==> src/rtl/hamming_secded_decoder.sv <==
// hamming_secded_decoder
//   Receive side of a 16-bit Hamming SECDED link. It accepts a codeword as
//   two bytes, lower byte first, and computes the syndrome and overall
//   parity. It then returns the 11 data bits, corrected when a single-bit
//   error is present, together with a status code.
//
//   Codeword w[15:0] = {upper, lower}:
//     w[0] overall even parity, w[1]/w[2]/w[4]/w[8] = p1/p2/p4/p8,
//     data d0=w3, d1=w5, d2=w6, d3=w7, d10..d4 = w15..w9.
//
//   Ports
//     clk          rising-edge clock
//     reset        asynchronous, active-high; clears all state
//     in_byte      codeword byte (lower first, then upper)
//     in_valid     in_byte valid
//     in_ready     decoder can accept a byte (decoded from state)
//     out_data     decoded data d[10:0]
//     out_status   00 clean, 01 single corrected, 10 double detected
//     out_valid    out_data/out_status valid
//     out_ready    consumer accepts result
//     clr_cnt      synchronous clear of both error counters
//     corr_cnt     saturating single-error count
//     dbl_cnt      saturating double-error count
//
//   Build option: define HAMM_DEC_STATS_EN to implement the saturating
//   counters. Without it the counters read 0 and clr_cnt is ignored.

module hamming_secded_decoder #(
  parameter int CNT_W = 8
) (
  input  logic             clk,
  input  logic             reset,
  input  logic [7:0]       in_byte,
  input  logic             in_valid,
  output logic             in_ready,
  output logic [10:0]      out_data,
  output logic [1:0]       out_status,
  output logic             out_valid,
  input  logic             out_ready,
  input  logic             clr_cnt,
  output logic [CNT_W-1:0] corr_cnt,
  output logic [CNT_W-1:0] dbl_cnt
);

  localparam logic [1:0] S_LO  = 2'd0;
  localparam logic [1:0] S_HI  = 2'd1;
  localparam logic [1:0] S_DEC = 2'd2;
  localparam logic [1:0] S_OUT = 2'd3;

  localparam logic [1:0] ST_CLEAN  = 2'b00;
  localparam logic [1:0] ST_SINGLE = 2'b01;
  localparam logic [1:0] ST_DOUBLE = 2'b10;

  // Syndrome: XOR of the positions of all set bits among w[15:1].
  function automatic logic [3:0] syndrome(input logic [15:0] w);
    logic [3:0] s;
    s = 4'd0;
    for (int i = 1; i < 16; i++) begin
      if (w[i]) begin
        s = s ^ i[3:0];
      end else begin
        s = s;
      end
    end
    return s;
  endfunction

  function automatic logic [10:0] extract(input logic [15:0] w);
    return {w[15:9], w[7:5], w[3]};
  endfunction

  logic [1:0]  state_q, state_d;
  logic [7:0]  lo_q, lo_d;
  logic [7:0]  hi_q, hi_d;
  logic [10:0] data_q, data_d;
  logic [1:0]  status_q, status_d;

  logic [15:0] word_s;
  logic [3:0]  syn_s;
  logic        par_s;
  logic [15:0] fixed_s;
  logic [10:0] dec_data_s;
  logic [1:0]  dec_status_s;

  // Syndrome decode and correction of the captured codeword.
  always_comb begin
    word_s  = {hi_q, lo_q};
    syn_s   = syndrome(word_s);
    par_s   = ^word_s;
    // Syndrome 0 with odd parity points at w[0] itself.
    fixed_s = word_s ^ (16'd1 << syn_s);
    if (par_s) begin
      dec_data_s   = extract(fixed_s);
      dec_status_s = ST_SINGLE;
    end else if (syn_s != 4'd0) begin
      dec_data_s   = extract(word_s);
      dec_status_s = ST_DOUBLE;
    end else begin
      dec_data_s   = extract(word_s);
      dec_status_s = ST_CLEAN;
    end
  end

  // Next-state and capture logic for the byte-assembly / output FSM.
  always_comb begin
    state_d  = state_q;
    lo_d     = lo_q;
    hi_d     = hi_q;
    data_d   = data_q;
    status_d = status_q;
    case (state_q)
      S_LO: begin
        if (in_valid) begin
          lo_d    = in_byte;
          state_d = S_HI;
        end else begin
          state_d = S_LO;
        end
      end
      S_HI: begin
        if (in_valid) begin
          hi_d    = in_byte;
          state_d = S_DEC;
        end else begin
          state_d = S_HI;
        end
      end
      S_DEC: begin
        data_d   = dec_data_s;
        status_d = dec_status_s;
        state_d  = S_OUT;
      end
      S_OUT: begin
        if (out_ready) begin
          state_d = S_LO;
        end else begin
          state_d = S_OUT;
        end
      end
      default: begin
        state_d = S_LO;
      end
    endcase
  end

  // State, captured bytes and registered result.
  always_ff @(posedge clk or posedge reset) begin
    if (reset) begin
      state_q  <= S_LO;
      lo_q     <= 8'd0;
      hi_q     <= 8'd0;
      data_q   <= 11'd0;
      status_q <= 2'b00;
    end else begin
      state_q  <= state_d;
      lo_q     <= lo_d;
      hi_q     <= hi_d;
      data_q   <= data_d;
      status_q <= status_d;
    end
  end

  assign in_ready   = (state_q == S_LO) || (state_q == S_HI);
  assign out_valid  = (state_q == S_OUT);
  assign out_data   = data_q;
  assign out_status = status_q;

`ifdef HAMM_DEC_STATS_EN
  localparam logic [CNT_W-1:0] CNT_MAX = {CNT_W{1'b1}};
  localparam logic [CNT_W-1:0] CNT_ONE = {{(CNT_W-1){1'b0}}, 1'b1};

  logic [CNT_W-1:0] corr_q, corr_d;
  logic [CNT_W-1:0] dbl_q, dbl_d;
  logic             entry_s;

  // Counters step on the S_DEC -> S_OUT edge; clear wins over increment.
  always_comb begin
    entry_s = (state_q == S_DEC);
    corr_d  = corr_q;
    dbl_d   = dbl_q;
    if (clr_cnt) begin
      corr_d = {CNT_W{1'b0}};
      dbl_d  = {CNT_W{1'b0}};
    end else if (entry_s && (dec_status_s == ST_SINGLE) && (corr_q != CNT_MAX)) begin
      corr_d = corr_q + CNT_ONE;
    end else if (entry_s && (dec_status_s == ST_DOUBLE) && (dbl_q != CNT_MAX)) begin
      dbl_d = dbl_q + CNT_ONE;
    end else begin
      corr_d = corr_q;
      dbl_d  = dbl_q;
    end
  end

  // Error counter registers.
  always_ff @(posedge clk or posedge reset) begin
    if (reset) begin
      corr_q <= {CNT_W{1'b0}};
      dbl_q  <= {CNT_W{1'b0}};
    end else begin
      corr_q <= corr_d;
      dbl_q  <= dbl_d;
    end
  end

  assign corr_cnt = corr_q;
  assign dbl_cnt  = dbl_q;
`else
  logic unused_clr_s;
  assign unused_clr_s = clr_cnt;
  assign corr_cnt     = {CNT_W{1'b0}};
  assign dbl_cnt      = {CNT_W{1'b0}};
`endif

endmodule
==> config.mk <==
export PLATFORM = sky130hd
export DESIGN_NAME = hamming_secded_decoder
export DESIGN_NICKNAME = d
export VERILOG_FILES = /design/src/rtl/hamming_secded_decoder.sv
export SDC_FILE = /design/constraint.sdc
export NUM_CORES = 1
export LEC_CHECK = 0
export ABC_AREA = 1
export BUFFER_PORTS_ARGS = -buffer_cell sky130_fd_sc_hd__buf_2
export CORE_AREA = 2 2 77 79
export CTS_BUF_LIST = sky130_fd_sc_hd__clkbuf_16
export CTS_CLUSTER_SIZE = 20
export DETAILED_ROUTE_END_ITERATION = 12
export DIE_AREA = 0 0 79 81
export PLACE_DENSITY = 0.62
export SYNTH_ARGS = -nofsm -noshare
export SYNTH_HDL_FRONTEND = slang
export SYNTH_SLANG_ARGS = --single-unit
export TNS_END_PERCENT = 1
==> constraint.sdc <==
create_clock -name clk -period 3.2 [get_ports clk]
set_clock_uncertainty 0.05 [all_clocks]
set_input_delay 0.64 -clock clk [delete_from_list [all_inputs] [get_ports clk]]
set_output_delay 0.64 -clock clk [all_outputs]
set_load 0.01 [all_outputs]
* Yosys cells after proc, flatten, opt, wreduce, memory -nomap -nowiden
Index checks and enable logic that the tools add are counted.
Widths: inputs -> output; s select.
** Storage, ports and cells
- Flip-flop bits (word level) :: 31
- Input port bits :: 13
- Output and inout bits :: 31
- Logic and storage cells :: 52
** Cells by class
- Equal/unequal tests :: 3
- Shift operators :: 1
- Muxes and demuxes :: 22
- Bitwise operators :: 15
- Reductions and logical operators :: 6
** Operator list (number)
- $mux 4 :: 8
- $reduce_xor 16->1 :: 1
- $shl 1x4->16 const A :: 1
- $xor 16x16->16 :: 1
- $mux 2 :: 6
- $mux 3 :: 4
- $not 2->2 :: 6
- $not 3->3 :: 4
- $mux 11 :: 1
- $pmux 2 s4 :: 1
- $eq 2x2->1 const B :: 2
- $not 4->4 :: 1
- $reduce_and 2->1 :: 2
- $reduce_bool 4->1 :: 1
- $not 1->1 const A :: 3
- $eq 2x1->1 const B :: 1
- $logic_not 2->1 :: 1
- $mux 1 :: 2
- $logic_or 1x1->1 :: 1

* Longest topological paths before layout
Gate-level depths: netlist (run 1).
- Word-level depth :: 29
- Mapped depth :: 15
- Depth with buffers taken out :: 15

* Least setup slack after synthesis (run 1)
Ideal clock, no wire load.
- Kind :: reg-to-reg
- Start point :: reg lo_q[3]
- End point :: reg data_q[1] (netlist: out_data[1])
- Library setup time :: 0.117 ns
- Arrival :: 1.393 ns
- Required time :: 3.033 ns
- Slack :: 1.640 ns
- Cell stages (with the launch flop) :: 14
- Path buffers :: 1
- Clock period less this slack :: 1.560 ns
- Cell sequence :: dfrtp_1 -> buf_6 -> inv_2 -> nand2_1 -> nand2_1 -> nand2_2 -> nand2_1 -> nand3_2 -> nand2_4 -> nand2_2 -> nor2_8 -> nand3_1 -> nand3_1 -> nand2_1
** Between the ends
- Word-level cells in the longest chain between the ends :: 22
- Elaborated cells on any way between the ends :: 26
- Classes of those cells :: shift (1); mux (14); bitwise (10); reduce/logical (1)
** Ends and longest elaborated chain
- start, declared :: RTL line 73 : logic [7:0] lo_q, lo_d;
- start signal, assigned :: RTL line 156 : lo_q <= lo_d;
- $mux 2 :: RTL line 59 : if (w[i]) begin
- $mux 3 :: RTL line 59
- $not 2->2 (no source line) or $mux 3 (tied branches)
- $mux 3 or $not 2->2 (tied branches)
- $mux 3 :: RTL line 59
- $not 3->3 (no source line)
- $mux 3 :: RTL line 59
- $mux 4 :: RTL line 59
- [6 not listed]
- $not 3->3 (no source line) or $mux 4 (tied branches)
- $mux 4 or $not 3->3 (tied branches)
- $mux 4 :: RTL line 59
- $not 4->4 (no source line)
- $mux 4 :: RTL line 59
- $shl 1x4->16 :: RTL line 91 : fixed_s = word_s ^ (16'd1 << syn_s);
- $xor 16x16->16 :: RTL line 91
- $mux 11 (*) :: RTL line 92 : if (par_s) begin
- end signal, assigned :: RTL line 158 : data_q <= data_d;
- end, declared :: RTL line 75 : logic [10:0] data_q, data_d;
Mark *: on every way between the ends. The rest lies on a longest branch, timed or not.
A chain may end at the register's enable or synchronous reset.

* Worst setup path after layout (run 1)
- Start point :: reg lo_q[7]
- End point :: reg data_q[1] (netlist: out_data[1])
** Between the ends
- Word-level cells in the longest chain between the ends :: 16
- Elaborated cells on any way between the ends :: 20
- Classes of those cells :: shift (1); mux (10); bitwise (8); reduce/logical (1)
** Ends and longest elaborated chain (RTL line)
- $mux 3 :: 59
- $mux 4 :: 59
- $not 2->2 (no source line) or $mux 4 (tied branches)
- $mux 4 or $not 2->2 (tied branches)
- $mux 4 :: 59
- $not 3->3 (no source line) or $not 2->2 (tied branches)
- $mux 4 :: 59
- $mux 4 or $not 3->3 (tied branches)
- $not 3->3 (no source line) or $mux 4 (tied branches)
- $mux 4 or $not 3->3 (tied branches)
- $mux 4 :: 59
- $not 4->4 (no source line)
- $mux 4 :: 59
- $shl 1x4->16 :: 91
- $xor 16x16->16 :: 91
- $mux 11 (*) :: 92
Marks and branches as above.

==> results of run 1 <==
how the worst max path moves through the flow:
stage	startpoint	to	depth (start not counted)
after detailed placement	hi_q[5]	out_data[6]	12
after global routing	hi_q[3]	out_data[8]	12
after global placement	lo_q[7]	out_data[1]	12
after floorplan	lo_q[3]	out_data[1]	13
final	lo_q[7]	out_data[1]	12
after CTS	hi_q[5]	out_data[6]	12
worst max-delay path, cell delays in order, from the launching register on:
cell	delay, ns
dfrtp_1	0.52
inv_4	0.13
nand2_1	0.06
nand2_2	0.10
nand2_1	0.09
nand2_2	0.10
nand3_2	0.09
nand2_4	0.11
nand2_2	0.10
nor2_8	0.11
nand3_1	0.07
nand3_1	0.13
nand2_1	0.06
logic make-up after synthesis:
group / share of synthesized area [%]
and+or+nand+nor: 46.0
buffers and inverters: 14.9
xor gates and xnor gates: 2.88
AOI/OAI and AO/OA: 4.12
other: 0.154
DFF: 31.9
stage by stage:
step | cells | hold slack (ns)
after floorplan | 363 | 0.424
after detailed placement | 442 | 0.410
after global placement | 442 | 0.411
final | 449 | 0.393
after CTS | 449 | 0.407
after global routing | 449 | 0.436
flip-flops by register name, summed over array words and instances, names as in the netlist:
register and count:
out_data 11, hi_q 8, lo_q 8, out_status 2
state_q 2
cell usage after synthesis, drive strengths merged:
master / count
nand2: 179
inv: 38
nand3: 32
dfrtp: 31
buf: 20
o21ai: 17
nor2: 13
xnor2: 4
xor2: 4
clkbuf: 3
clkinv: 1
conb: 1
dlygate4sd1: 1
nand4: 1
nor3: 1
o211ai: 1
o21a: 1
final cells by class:
cell class / count / share of cell area [%]
inverter: 39 / 6.29
tap: 75 / 3.52
clock inverter: 2 / 0.329
sequential: 31 / 29.1
timing repair buffer: 28 / 5.45
clock buffer: 5 / 4.69
multi-input combinational: 269 / 50.6
layer usage:
layer | wire, um | up-vias | track usage (%)
met5 | 0 | - | 0
met4 | 51 | 0 | 4.14
met3 | 232 | 7 | 3.67
met2 | 2360 | 49 | 28.2
met1 | 2300 | 926 | 22.7
li1 | - | 1082 | -
==> qor.txt, run 1 <==
Worst Reg-to-Reg Cells: 12
Area leader, netlist: dfrtp_1
Setup violators final: 0
Post-synthesis register bit count: 31
Initial drt markers: 121
Worst Setup Start Kind: flip-flop
# hold bufs at CTS: 0
CTS-repair resized insts: 0
Mean Syn Cell Area: 6.99 sq um
Commonest non-fill, non-tap cell in the layout: nand2_1
Worst skew pair latency: 0.27 ns
Cell variety after synth: 30
Rows: 28
Setup crit end kind: flip-flop
Area of placed instances: 0.00253 sq mm
Share of cells above drive strength 1: 23.3%
Commonest non-fill, non-tap cells in the layout: nand2_1, dfrtp_1, nand3_1
DP HPWL: 4010 um
Clock Root Buffer: clkbuf_16
Syn Inst Count: 348
Worst slew pin tran: 0.569 ns
Fill cell count: 599
Via count: 2064
Die width: 79 um
WL/cell: 11.0 um
Reg2Reg Launch Point: lo_q[7]
Max-slew headroom: 62.0%
Core Util, Final: 47.0%
CTS buffer count: 5
Max clock buf depth: 2
Register area: 776 sq um
Number of remaining DRC errors: 0
Final hold vios: 0
Setup Crit Path Kind: reg -> reg
Post-Syn Area: 0.00243 sq mm
H-tree depth: 2
Worst hold path type: in -> async
GRT overflow: 0
Largest net degree at the start of global routing: 32
Die Span Y: 81 um
Critical path arrival: 1.93 ns
Vias in the first global route: 1818
Outcome: finished clean
Synth top area share: 31.9%
R2r setup slk: 1.38 ns
Final WL: 4940 um
Crit Path Max Fanout: 8
Antenna violations before repair: 0
N_diodes: 0
I/O Buffers: 26
Final worst slack: 1.38 ns
Clock Pin Slew Worst Setup and Hold Paths: 0.05 ns
Clock Sinks: 31
Area Overhead vs Synth: 9.62%
DP Worst Slack: 1.37 ns
First-pass detailed-route iteration total: 4
Period utilisation layout: 57.0%
Setup_tns: 0 ns
Antenna-violating nets left: 0
Req. time, crit path: 3.31 ns
RSZ-0062 raised after global routing: false
Die Area: 0.00640 sq mm
Tot GR Track Use: 17.0%
Min Tclk post-route: 1.82 ns
Design area: 0.00267 sq mm
Register area share after synthesis: 31.9%
Area contributors post-synth: dfrtp_1, nand2_1, nand3_1
Core area: 0.00568 sq mm
Reg-to-reg endpoint: out_data[1]
Area of the multi-input gates: 0.00135 sq mm
Ports: 44
Synth warn: 0
CTS tree: built
Peak Freq: 549 MHz
Via-to-Cell Ratio: 4.60
First-pass GRT wire length: 8490 um
Max Cap Violations: 0
Layout Nets: 387
Initial Utilization: 42.8%
Setup bufs post-CTS: 0
Fin. max-slew vios: 0
Placer Congestion: 0.830
Power of run 1 is not shown: default switching activity piles up to over one toggle a cycle in this logic, so the estimate is an artifact.
==> run 2: changes to the inputs <==
- clock period: 3.2 -> 1.9 ns (I/O delays scaled with it)
==> run 2 against run 1 <==
First-iteration DRC count is 7.4% lower; critical endpoint is now out_data[3]; critical path depth stayed put; fmax is 4.1% higher; final cell count is 1.1% higher; worst setup slack worse by 1.2 ns; utilization is 1.3 points higher; sequential cell count stayed put; highest routed layer unchanged; critical path type unchanged.
==> qor.txt, run 2 (synthesis gave the netlist of run 1 again) <==
Outcome: finished clean
Setup violators final: 0 (unchanged)
Placer Congestion: 0.843 (+1.6%)
Setup Crit Path Kind: reg -> reg
Reg2Reg Launch Point: hi_q[5]
DP HPWL: 3980 um (-0.73%)
Tot GR Track Use: 17.6% (+0.65 points)
Req. time, crit path: 2.01 ns (-1.30 ns)
Period utilisation layout: 92.1% (+35 points)
Largest net degree at the start of global routing: 32 (unchanged)
First-pass GRT wire length: 8850 um (+4.1%)
Min Tclk post-route: 1.75 ns (-0.0723 ns)
H-tree depth: 2 (unchanged)
Fill cell count: 623 (+4.0%)
Worst skew pair latency: 0.27 ns (about the same)
Max Cap Violations: 0 (unchanged)
R2r setup slk: 0.15 ns (-1.23 ns)
Layout Nets: 392 (+1.3%)
Max clock buf depth: 2 (unchanged)
Max-slew headroom: 61.3% (-0.70 points)
Crit Path Max Fanout: 7 (-1)
Worst slew pin tran: 0.579 ns (+0.0105 ns)
CTS buffer count: 5 (unchanged)
Ports: 44 (unchanged)
Reg-to-reg endpoint: out_data[3]
Die Area: 0.00640 sq mm (unchanged)
GRT overflow: 0 (unchanged)
Number of flip-flops in the largest register: 11 (unchanged)
Worst Setup Start Kind: flip-flop
Final WL: 5090 um (+2.9%)
N_diodes: 0 (unchanged)
Share of cells above drive strength 1: 27.4% (+4.2 points)
Die width: 79 um (unchanged)
Final hold vios: 0 (unchanged)
Clock Pin Slew Worst Setup and Hold Paths: 0.05 ns (about the same)
Worst Reg-to-Reg Cells: 12 (unchanged)
Setup crit end kind: flip-flop
Clock Sinks: 31 (unchanged)
Initial drt markers: 112 (-7.4%)
Antenna-violating nets left: 0 (unchanged)
Area of placed instances: 0.00254 sq mm (+0.30%)
Fin. max-slew vios: 0 (unchanged)
Vias in the first global route: 1967 (+8.2%)
Critical path arrival: 1.86 ns (-0.07 ns)
Hold_ws: 0.129 ns (-0.264 ns)
CTS tree: built
Core area: 0.00568 sq mm (unchanged)
Area Overhead vs Synth: 12.6%
Initial Utilization: 42.8% (unchanged)
First-pass detailed-route iteration total: 6 (+2)
WL/cell: 11.2 um (+1.8%)
Rows: 28 (unchanged)
Commonest non-fill, non-tap cell in the layout: nand2_1
Design area: 0.00274 sq mm (+2.7%)
Worst hold path type: in -> async
Antenna violations before repair: 0 (unchanged)
Peak Freq: 571 MHz (+4.1%)
Clock Root Buffer: clkbuf_16
Die Span Y: 81 um (unchanged)
I/O Buffers: 26 (unchanged)
Via count: 2082 (+0.87%)
Commonest non-fill, non-tap cells in the layout: nand2_1, nand3_1, inv_1, buf_2, dfrtp_1
Via-to-Cell Ratio: 4.59 (-0.24%)
Number of remaining DRC errors: 0 (unchanged)
-- run 2: cell count changes in the layout (fill, tap and decap cells not counted), moves of 2 or more --
cell	before	now
buf_4	2	7
dfrtp_1	31	24
dfrtp_2	0	7
nand2_1	149	146
nand2_2	20	22
-- run 2: cell type report --
class	count	area [sq um]	share of cell area (%)
clock inverter	2	8.76	0.320
clock buffer	5	125	4.57
inverter	39	168	6.13
tap	75	93.8	3.43
sequential	31	785	28.7
multi-input combinational	269	1370	50.2
timing repair buffer	33	183	6.68
-- run 2: critical path, cell delays in order (launching register included) --
cell,delay [ns]
dfrtp_2,0.49
inv_4,0.08
nand2_1,0.05
nand2_1,0.13
nand2_2,0.08
nand2_4,0.11
nand2_2,0.10
nand2_8,0.13
inv_8,0.06
nor2_2,0.13
nand3_1,0.08
nand3_1,0.09
nand2_1,0.06
-- run 2: worst max path at each step --
stage	start	end	slack [ns]	cells past startpoint
floorplan	lo_q[3]	out_data[1]	0.34	13
global placement	lo_q[7]	out_data[6]	0.11	11
detailed placement	lo_q[7]	out_data[6]	0.1	12
CTS	hi_q[5]	out_data[6]	0.08	11
global route	lo_q[5]	out_data[10]	-0.002	14
finish	hi_q[5]	out_data[3]	0.15	12
-- run 2: timing repair --
action | in CTS | in global routing
endpoints found under the setup margin | 0 | 11
setup buffers | 0 | 4
hold buffers | 0 | 0
resized for setup | 0 | 14
-- run 2: stage by stage --
| stage | util (%) | instances | setup TNS [ns] | worst slack (ns) |
|---|---|---|---|---|
| 6_report | 48.2 | 454 | 0 | 0.150 |
| 5_1_grt | 48.2 | 454 | -0.00213 | -0.00213 |
| 4_1_cts | 47.1 | 450 | 0 | 0.0820 |
| 3_5_place_dp | 44.7 | 443 | 0 | 0.0954 |
| 3_3_place_gp | 44.7 | 443 | 0 | 0.107 |
| 2_1_floorplan | - | 363 | 0 | 0.340 |
-- run 2: per-layer routing --
layer,vias up,global-route usage [%],wire [um]
met5,-,0,0
met2,43,29.2,2410
met3,8,3.67,225
li1,1094,-,-
met1,937,22.8,2380
met4,0,6.55,69
Power of run 2 is left out for the same reason.
==> run 3: changes to the inputs <==
- CORE_AREA: 2 2 77 79 -> 2 2 87 89
- DIE_AREA: 0 0 79 81 -> 0 0 89 91
- PLACE_DENSITY: 0.62 -> 0.5
==> run 3 against run 2 <==
Die area rose by 27%; worst hold slack worse by 0.0092 ns; utilization fell by 9.5 points; register-to-register slack worse by 0.02 ns; critical endpoint is now out_data[10].
==> qor.txt, run 3 (synthesis gave the netlist of run 1 again) <==
First-pass detailed-route iteration total: 4 (-2)
Vias in the first global route: 1867 (-5.1%)
Critical path's slowest cell: dfrtp_2
Area Overhead vs Synth: 13.7%
Commonest non-fill, non-tap cell in the layout: nand2_1
Die Area: 0.00810 sq mm (+27%)
CTS buffer count: 5 (unchanged)
Min Tclk post-route: 1.77 ns (+0.0237 ns)
CTS tree: built
Antenna-violating nets left: 0 (unchanged)
DP HPWL: 4260 um (+7.1%)
Critical path arrival: 1.89 ns (+0.03 ns)
Max Cap Violations: 0 (unchanged)
Worst Setup Start Kind: flip-flop
Layout Nets: 389 (-0.77%)
GRT overflow: 0 (unchanged)
Tot GR Track Use: 14.3% (-3.3 points)
Outcome: finished clean
I/O Buffers: 26 (unchanged)
Clock Root Buffer: clkbuf_16
Register area: 786 sq um (+0.16%)
Crit Path Max Fanout: 7 (unchanged)
Cell total after placement: 467 (+5.4%)
Worst hold path type: in -> async
CP max stage delay: 0.49 ns (about the same)
Clock Pin Slew Worst Setup and Hold Paths: 0.05 ns (about the same)
Commonest non-fill, non-tap cells in the layout: nand2_1, nand3_1, inv_1, buf_2, dfrtp_1
CP delay by family, top: simple AND/OR/NAND/NOR gates
Worst skew pair latency: 0.28 ns (about the same)
Placer Congestion: 0.793 (-6.0%)
Setup Crit Path Kind: reg -> reg
Die width: 89 um (+13%)
N_diodes: 0 (unchanged)
Antenna violations before repair: 0 (unchanged)
Core area: 0.00714 sq mm (+26%)
# hold bufs at CTS: 0 (unchanged)
H-tree depth: 2 (unchanged)
Peak Freq: 564 MHz (-1.3%)
Area of the multi-input gates: 0.00136 sq mm (-1.1%)
Max clock buf depth: 2 (unchanged)
First-pass GRT wire length: 9020 um (+2.0%)
Final WL: 5380 um (+5.7%)
Crit path buffers/inverters: 2 (unchanged)
Largest net degree at the start of global routing: 32 (unchanged)
Fill cell count: 793 (+27%)
Number of flip-flops in the largest register: 11 (unchanged)
Final hold vios: 0 (unchanged)
Via-to-Cell Ratio: 4.36 (-5.0%)
Fin. max-slew vios: 0 (unchanged)
Initial Utilization: 34.1% (-8.8 points)
Worst slew pin tran: 0.557 ns (-0.0229 ns)
Initial drt markers: 87 (-22%)
Number of remaining DRC errors: 0 (unchanged)
WL/cell: 11.3 um (+0.84%)
RSZ-0062 raised after global routing: true
Setup violators final: 0 (unchanged)
Rows: 31 (+11%)
Die Span Y: 91 um (+12%)
Max-slew headroom: 62.8% (+1.5 points)
Setup crit end kind: flip-flop
CP cell instances: inv_4 -> nand2_1 -> nand2_1 -> nand2_2 -> nand2_4 -> nand2_2 -> nand2_8 -> inv_8 -> nor2_2 -> nand3_1 -> nand3_1 -> nand2_1
Worst path most repeated cell: nand2_1
Req. time, crit path: 2.02 ns (about the same)
Via count: 2073 (-0.43%)
Final Non-Filler Cells: 476 (+4.8%)
Share of cells above drive strength 1: 27.1% (-0.38 points)
Ports: 44 (unchanged)
Period utilisation layout: 93.4% (+1.2 points)
Clock Sinks: 31 (unchanged)
[run 3: area by class of cell]
type,count,area share [%]
tap,99,4.48
clock buffer,5,4.52
sequential,31,28.4
inverter,39,6.06
timing repair buffer,30,5.79
multi-input combinational,269,49.1
clock inverter,3,1.58
[run 3: final timing paths]
| path | start | end | slack (ns) | depth (start not counted) |
|---|---|---|---|---|
| worst max-delay path | hi_q[5] | out_data[10] | 0.13 | 12 |
| min in group clk | in_valid | state_q[0] | 0.28 | 2 |
| worst max register to register | hi_q[5] | out_data[10] | 0.13 | 12 |
| worst min-delay path | reset | hi_q[4] | 0.12 | 3 |
| max in group asynchronous | reset | hi_q[1] | 1.37 | 3 |
| worst min register to register | out_data[10] | out_data[10] | 0.42 | 2 |
[run 3: worst min-delay path: cells and delay by family]
family,cells,cell delay (ns)
buffers and inverters,3,0.49
[run 3: timing repair]
| item | in CTS | in global routing |
|---|---|---|
| buffers inserted | 0 | 1 |
| endpoints found under the setup margin | 0 | 11 |
| gates resized for setup | 0 | 11 |
[run 3: per-stage QoR]
stage | util [%] | setup WS (ns) | setup TNS (ns) | cell area [sq um] | hold WS [ns]
after floorplan | - | 0.340 | 0 | 2490 | 0.424
after global placement | 36.0 | 0.0768 | 0 | 2570 | 0.412
final | 38.7 | 0.126 | 0 | 2770 | 0.120
after global routing | 38.7 | -0.0127 | -0.0127 | 2770 | 0.164
after detailed placement | 36.0 | 0.0556 | 0 | 2570 | 0.414
after CTS | 38.4 | 0.0473 | 0 | 2740 | 0.133
[run 3: layer usage]
layer,routed length [um],GRT usage (%)
met1,2650,20.0
met2,2450,22.0
met3,179,2.82
met4,93,4.73
met5,0,0
Power of run 3 is left out for the same reason.
